## src/rtl/sipo_frame_rx.sv

```systemverilog
//------------------------------------------------------------------------------
// Module   : sipo_frame_rx
// Purpose  : Serial-in/parallel-out frame receiver. It assembles N strobed
//            serial bits, MSB-first or LSB-first as chosen per frame, into a
//            word. Each completed word goes into a one-deep valid/ready output
//            buffer. A sticky overrun flag records every word that was dropped
//            because the buffer was still full.
// Options  : define SIPO_FRAME_RX_PARITY_EN to expect one trailing even-parity
//            bit per frame. The word then completes on that parity bit, and
//            parity_err reports a mismatch.
// Revision : 1.0 - initial release
//------------------------------------------------------------------------------
`default_nettype none

module sipo_frame_rx #(
  parameter int N = 8
) (
  input  logic         clk,
  input  logic         reset,
  input  logic         sin,
  input  logic         sin_valid,
  input  logic         frame_start,
  input  logic         dir,
  input  logic         clr_ovr,
  output logic [N-1:0] data_out,
  output logic         data_valid,
  input  logic         data_ready,
  output logic         busy,
  output logic         overrun,
  output logic         parity_err
);

  localparam int CW = $clog2(N);

  typedef enum logic [1:0] {
    S_IDLE  = 2'd0,
    S_SHIFT = 2'd1
`ifdef SIPO_FRAME_RX_PARITY_EN
    ,
    S_PAR   = 2'd2
`endif
  } state_t;

  state_t          state;
  logic [N-1:0]    sr;
  logic [CW-1:0]   count;
  logic            dir_q;

  logic [N-1:0]    shifted;
  logic [N-1:0]    first_word;
  logic            last_bit;
  logic            bit_in;
  logic            complete;
  logic [N-1:0]    word;
  logic            word_perr;
  logic            take;

  // Next shift-register value, completion detection and the word offered to the buffer.
  always_comb begin
    shifted    = dir_q ? {sin, sr[N-1:1]} : {sr[N-2:0], sin};
    first_word = dir ? {sin, {(N-1){1'b0}}} : {{(N-1){1'b0}}, sin};
    last_bit   = (count == CW'(N - 1));
    bit_in     = sin_valid & ~frame_start;
    complete   = 1'b0;
    word       = shifted;
    word_perr  = 1'b0;
`ifdef SIPO_FRAME_RX_PARITY_EN
    // The data word is already held in sr. The incoming bit is the parity bit.
    if ((state == S_PAR) && bit_in) begin
      complete  = 1'b1;
      word      = sr;
      word_perr = ^{sr, sin};
    end
`else
    if ((state == S_SHIFT) && bit_in && last_bit) begin
      complete = 1'b1;
    end
`endif
    take = complete & (~data_valid | data_ready);
  end

  // Frame FSM: a frame_start in any state begins a fresh frame (resync).
  always_ff @(posedge clk or posedge reset) begin
    if (reset) begin
      state <= S_IDLE;
      sr    <= '0;
      count <= '0;
      dir_q <= 1'b0;
    end else if (sin_valid) begin
      if (frame_start) begin
        sr    <= first_word;
        dir_q <= dir;
        count <= CW'(1);
        state <= S_SHIFT;
      end else begin
        case (state)
          S_IDLE: ;
          S_SHIFT: begin
            sr <= shifted;
            if (last_bit) begin
              count <= '0;
`ifdef SIPO_FRAME_RX_PARITY_EN
              state <= S_PAR;
`else
              state <= S_IDLE;
`endif
            end else begin
              count <= count + CW'(1);
            end
          end
`ifdef SIPO_FRAME_RX_PARITY_EN
          S_PAR: begin
            state <= S_IDLE;
          end
`endif
          default: state <= S_IDLE;
        endcase
      end
    end
  end

  // One-deep output buffer. A word that completes while the buffer is full and not being read is dropped.
  always_ff @(posedge clk or posedge reset) begin
    if (reset) begin
      data_out   <= '0;
      data_valid <= 1'b0;
      parity_err <= 1'b0;
    end else if (take) begin
      data_out   <= word;
      data_valid <= 1'b1;
      parity_err <= word_perr;
    end else if (data_valid && data_ready) begin
      data_valid <= 1'b0;
    end
  end

  // Sticky overrun flag. A new drop takes priority over a clear on the same edge.
  always_ff @(posedge clk or posedge reset) begin
    if (reset) begin
      overrun <= 1'b0;
    end else if (complete && data_valid && !data_ready) begin
      overrun <= 1'b1;
    end else if (clr_ovr) begin
      overrun <= 1'b0;
    end
  end

  assign busy = (state != S_IDLE);

endmodule

`default_nettype wire

```

## config.mk

```make
export PLATFORM = sky130hd
export DESIGN_NAME = sipo_frame_rx
export DESIGN_NICKNAME = d
export VERILOG_FILES = /design/src/rtl/sipo_frame_rx.sv
export SDC_FILE = /design/constraint.sdc
export NUM_CORES = 1
export LEC_CHECK = 0
export ABC_AREA = 1
export CAP_MARGIN = 0
export CELL_PAD_IN_SITES_DETAIL_PLACEMENT = 0
export CELL_PAD_IN_SITES_GLOBAL_PLACEMENT = 1
export CORE_ASPECT_RATIO = 1.5
export CORE_MARGIN = 4
export CORE_UTILIZATION = 38
export DETAILED_ROUTE_END_ITERATION = 8
export HOLD_SLACK_MARGIN = 0.06
export PLACE_DENSITY = 0.84
export SKIP_LAST_GASP = 1
export SLEW_MARGIN = 20
export SYNTH_ARGS = -nofsm -noshare
export SYNTH_HDL_FRONTEND = slang
export SYNTH_SLANG_ARGS = --single-unit
```

## constraint.sdc

```tcl
create_clock -name clk -period 1.7 [get_ports clk]
set_input_delay 0.34 -clock clk [delete_from_list [all_inputs] [get_ports clk]]
set_output_delay 0.34 -clock clk [all_outputs]
set_load 0.005 [all_outputs]
```

* Word level (Yosys, flattened, before mapping)
Index checks and enable logic that the tools add are counted.
** Operators by class
- Multiplexer cells :: 15
- Reductions and logical operators :: 14
- Bitwise gates (word level) :: 5
- Add/sub/neg operators :: 1
- Equality and inequality tests :: 4
** Operator list (number)
- $mux W8 :: 4
- $mux W3 :: 3
- $reduce_bool A2 Y1 :: 4
- $logic_and A1 B1 Y1 :: 5
- $mux W1 :: 5
- $mux W2 :: 2
- $pmux W2 S2 :: 1
- $reduce_and A2 Y1 :: 2
- $add A3 B1 Y3 const B :: 1
- $eq A3 B3 Y1 const B :: 1
- $ne A3 B3 Y1 const B :: 1
- $reduce_and A3 Y1 :: 1
- $and A1 B1 Y1 :: 2
- $eq A2 B1 Y1 const B :: 1
- $logic_not A2 Y1 :: 1
- $ne A2 B2 Y1 const B :: 1
- $not A1 Y1 :: 2
- $logic_not A1 Y1 :: 1
- $or A1 B1 Y1 :: 1
** Word-level totals
- Register bits :: 24
- Input port bits :: 8
- Logic and storage cells :: 46
- Output and inout port bits :: 12

* Depth between registers and ports, before layout
- Depth in word-level cells :: 8
- Depth in mapped cells :: 6
- Gate-level depth less buffers :: 6

* Worst setup path before layout
OpenSTA, ideal clock, no wires.
- Path type :: register to register
- From :: register count[0]
- To :: register data_out[7]
- Stages on the path, launching flop included :: 7
- Path buffers :: 0
- Library setup time :: 0.065 ns
- Path slack :: 0.452 ns
- Clock period less this slack :: 1.248 ns
- Data required time :: 1.635 ns
- Arrival time :: 1.183 ns
- Cell sequence :: dfrtp_1 ha_1 ha_1 inv_2 nor3_4 nand3_1 nand2_1
** On the way
- Cells in the longest elaborated chain, start to end :: 4
** RTL lines
- start: declaration :: RTL line 46 : logic [CW-1:0] count;
- start signal: assignment :: RTL line 108 : count <= count + CW'(1);
- $eq A3 B3 Y1 :: RTL line 62 : last_bit = (count == CW'(N - 1));
- $logic_and A1 B1 Y1 :: RTL line 75 : if ((state == S_SHIFT) && bit_in && last_bit) begin
- $mux W1 :: RTL line 75
- $and A1 B1 Y1 :: RTL line 79 : take = complete & (~data_valid | data_ready);
- end signal: assignment :: RTL line 129 : data_out <= word;
- end: declaration :: RTL line 25 : output logic [N-1:0] data_out,
No other way between the ends.
A chain may end at the register's enable or synchronous reset.

* Worst setup path in the final report
- From :: register state[0]
- To :: output busy
** On the way
- Cells in the longest elaborated chain, start to end :: 1
** RTL lines
- start: declaration :: RTL line 44 : state_t state;
- start signal: assignment :: RTL line 85 : state <= S_IDLE;
- start signal: assignment :: RTL line 94 : state <= S_SHIFT;
- start signal: assignment :: RTL line 105 : state <= S_IDLE;
- $reduce_bool A2 Y1 :: RTL line 148 : assign busy = (state != S_IDLE);
- end: declaration :: RTL line 28 : output logic busy,
No other way between the ends.

==> qor.txt <==
Outcome = complete, no violations
Synth warn = 0
Port Buffers = 18
First-pass GRT wire length = 3905 µm
CP cell instances = clkdlybuf4s50_1
Count leader, synth = nand2_1
Synth top area share = 0.5083
Max Buffers Root-to-Sink = 2
Number of synthesized flops with an enable pin = 0
Die width = 52.57 µm
I/O pin count = 20
Synthesized cell area = 1132 µm²
Hold Violations, Final = 0
Tightest Hold Check Type = in -> async
Skew-Pair Late Insertion Delay = 260 ps
Sw power = 310.3 µW
Clock share of power = 0.285
CTS H-tree lvls = 1
Number of iterations in the first detailed-routing pass = 4
Seq pwr share = 0.535
DRT antenna net count = 0
Required @ worst endpoint = 1360 ps
Via count = 924
Crit path max-delay family = buffers and inverters
Crit path kind = reg -> out
Die ar. = 3935 µm²
CTS Hold Bufs = 0
Routed WL = 2203 µm
Synth top area cells = dfrtp_1, nand2_1, nand3_1
CTS tree = yes
CTS Buf Count = 3
Critical-path top delay cell = clkdlybuf4s50_1
Setup Skew = 0.8099 ps
Fin. max-slew vios = 0
Gate Count Post-Synth = 137
Core Region = 2883 µm²
Post-route minimum period = 1492 ps
Root buf cell = clkbuf_8
F_max = 670.5 MHz
Number of cells upsized or downsized after cts = 0
Post-synth top cells = nand2_1, dfrtp_1, nand3_1
Setup bufs post-CTS = 0
Wire length per cell = 11.13 µm
Diodes inserted = 0
Cell area power density = 826.8 nW/µm²
CP Buf/Inv Count = 1
HPWL after DPL = 1718 µm
Overflow after GRT = 0
RSZ-0062 raised after global routing = false
Worst hold slack = 416.4 ps
Critical Path End Type = primary output
Main flop type after synthesis = dfrtp_1
Layout area overhead = 24.64%
Logic pwr share = 0.179
Sum Neg Setup Slack = 0 ps
Async set-reset flop share out of synthesis = 1.000
Drc violations = 0
Initial DRC Count = 40
Pin count of the biggest net entering global routing = 24
Synth cell types = 21
Seq cells post-synth = 23
Drt via density = 4.667
Vias in the first global route = 917
Antenna violations before repair = 0
Overall Global Routing Usage = 0.1314
Nets = 170
Worst-path clk slew = 80 ps
Final setup fails = 0
Max incr delay on CP = 510 ps
Internal power = 856.6 µW
Synth Net Count = 147
Worst path arrival time = 1150 ps
Initial Util = 0.3928
Maximum capacitance violations = 0
Max Fanout on Critical Path = 3
Mean post-synth cell area = 8.265 µm²
CTS Sinks = 23
Pleak = 0.0006724 µW
Synth area leader = dfrtp_1
Final Cycle Share = 0.8774
Rows = 24
Register area share after synthesis = 0.5083
Sw Share = 0.2659
Critical path launch point type = flop
Fraction of layout cells with a size suffix above 1 = 0.1321
Routability Congestion = 0.7772
Worst VDD drop = 0.4908 mV
DIE HEIGHT = 74.86 µm
## cells in the final DEF, fill, tap and decap left out, drive strengths merged
master / count
nand2: 50
dfrtp: 23
clkdlybuf4s50: 18
o21ai: 16
nand3: 15
inv: 14
buf: 6
clkbuf: 4
nor2: 3
clkinv: 2
a21oi: 2
ha: 2
nor3: 1
o22ai: 1
o21a: 1
conb: 1
## sequential cells by signal, summed over array words and instances, names as in the netlist
| signal | flops |
|---|---|
| data_valid | 1 |
| sr | 8 |
| state | 1 |
| overrun | 1 |
| data_out | 8 |
| dir_q | 1 |
| count | 3 |
## routing by layer
metal	part of all wire	up-vias	global-route usage	wire length, µm
li1	-	477	-	-
met4	0.0095	0	0.07102	21
met3	0.039	2	0.01188	86
met2	0.55	18	0.2293	1210
met5	0	-	0	0
met1	0.40	427	0.1570	884
## final timing paths
path / from / to / slack (ps) / cells past startpoint
max: state[0] / busy / 210 / 1
max in group asynchronous: reset / data_out[3] / 1050 / 3
min reg2reg: data_out[6] / data_out[6] / 480 / 2
min in group clk: data_out[6] / data_out[6] / 480 / 2
max reg2reg: count[0] / data_out[3] / 230 / 6
min: reset / overrun / 420 / 3
## power groups by stage
stage	clock [µW]	combinational [µW]	sequential [µW]
after floorplan	0	135	625
final	333	209	625
after global placement	0	207	633
after CTS	343	214	624
after global routing	361	241	631
after detailed placement	0	213	635
## logic make-up (layout without fill, tap and decap cells)
family | count (synthesis) | count (layout) | share of synthesized area
other | 1 | 1 | 0.003312
flip-flops | 23 | 23 | 0.5083
adder cells (fa/ha/maj) | 2 | 2 | 0.02210
AO/OA/AOI/OAI | 20 | 20 | 0.1039
buffers and inverters | 22 | 44 | 0.08839
AND/OR/NAND/NOR | 69 | 69 | 0.2740
## area by class of cell
type	instances	area (µm²)
Fill cell	301	1471
Multi-Input combinational cell	92	456.7
Inverter	16	60.06
Tap cell	39	48.80
Sequential cell	23	575.6
Timing Repair Buffer	24	225.2
Clock buffer	4	45.04
## metrics by stage
stage | std cells | setup WS [ps] | util | instance area (µm²) | total power, µW
after floorplan | 137 | 451.9 | - | 1132 | 760.4
after global placement | 194 | 112.6 | 0.4740 | 1366 | 839.3
after detailed placement | 194 | 86.97 | 0.4740 | 1366 | 847.9
after CTS | 198 | 191.7 | 0.4896 | 1411 | 1181
after global routing | 198 | 121.3 | 0.4896 | 1411 | 1233
final | 198 | 208.5 | 0.4896 | 1411 | 1167
Power figures use the tool's default switching activity.
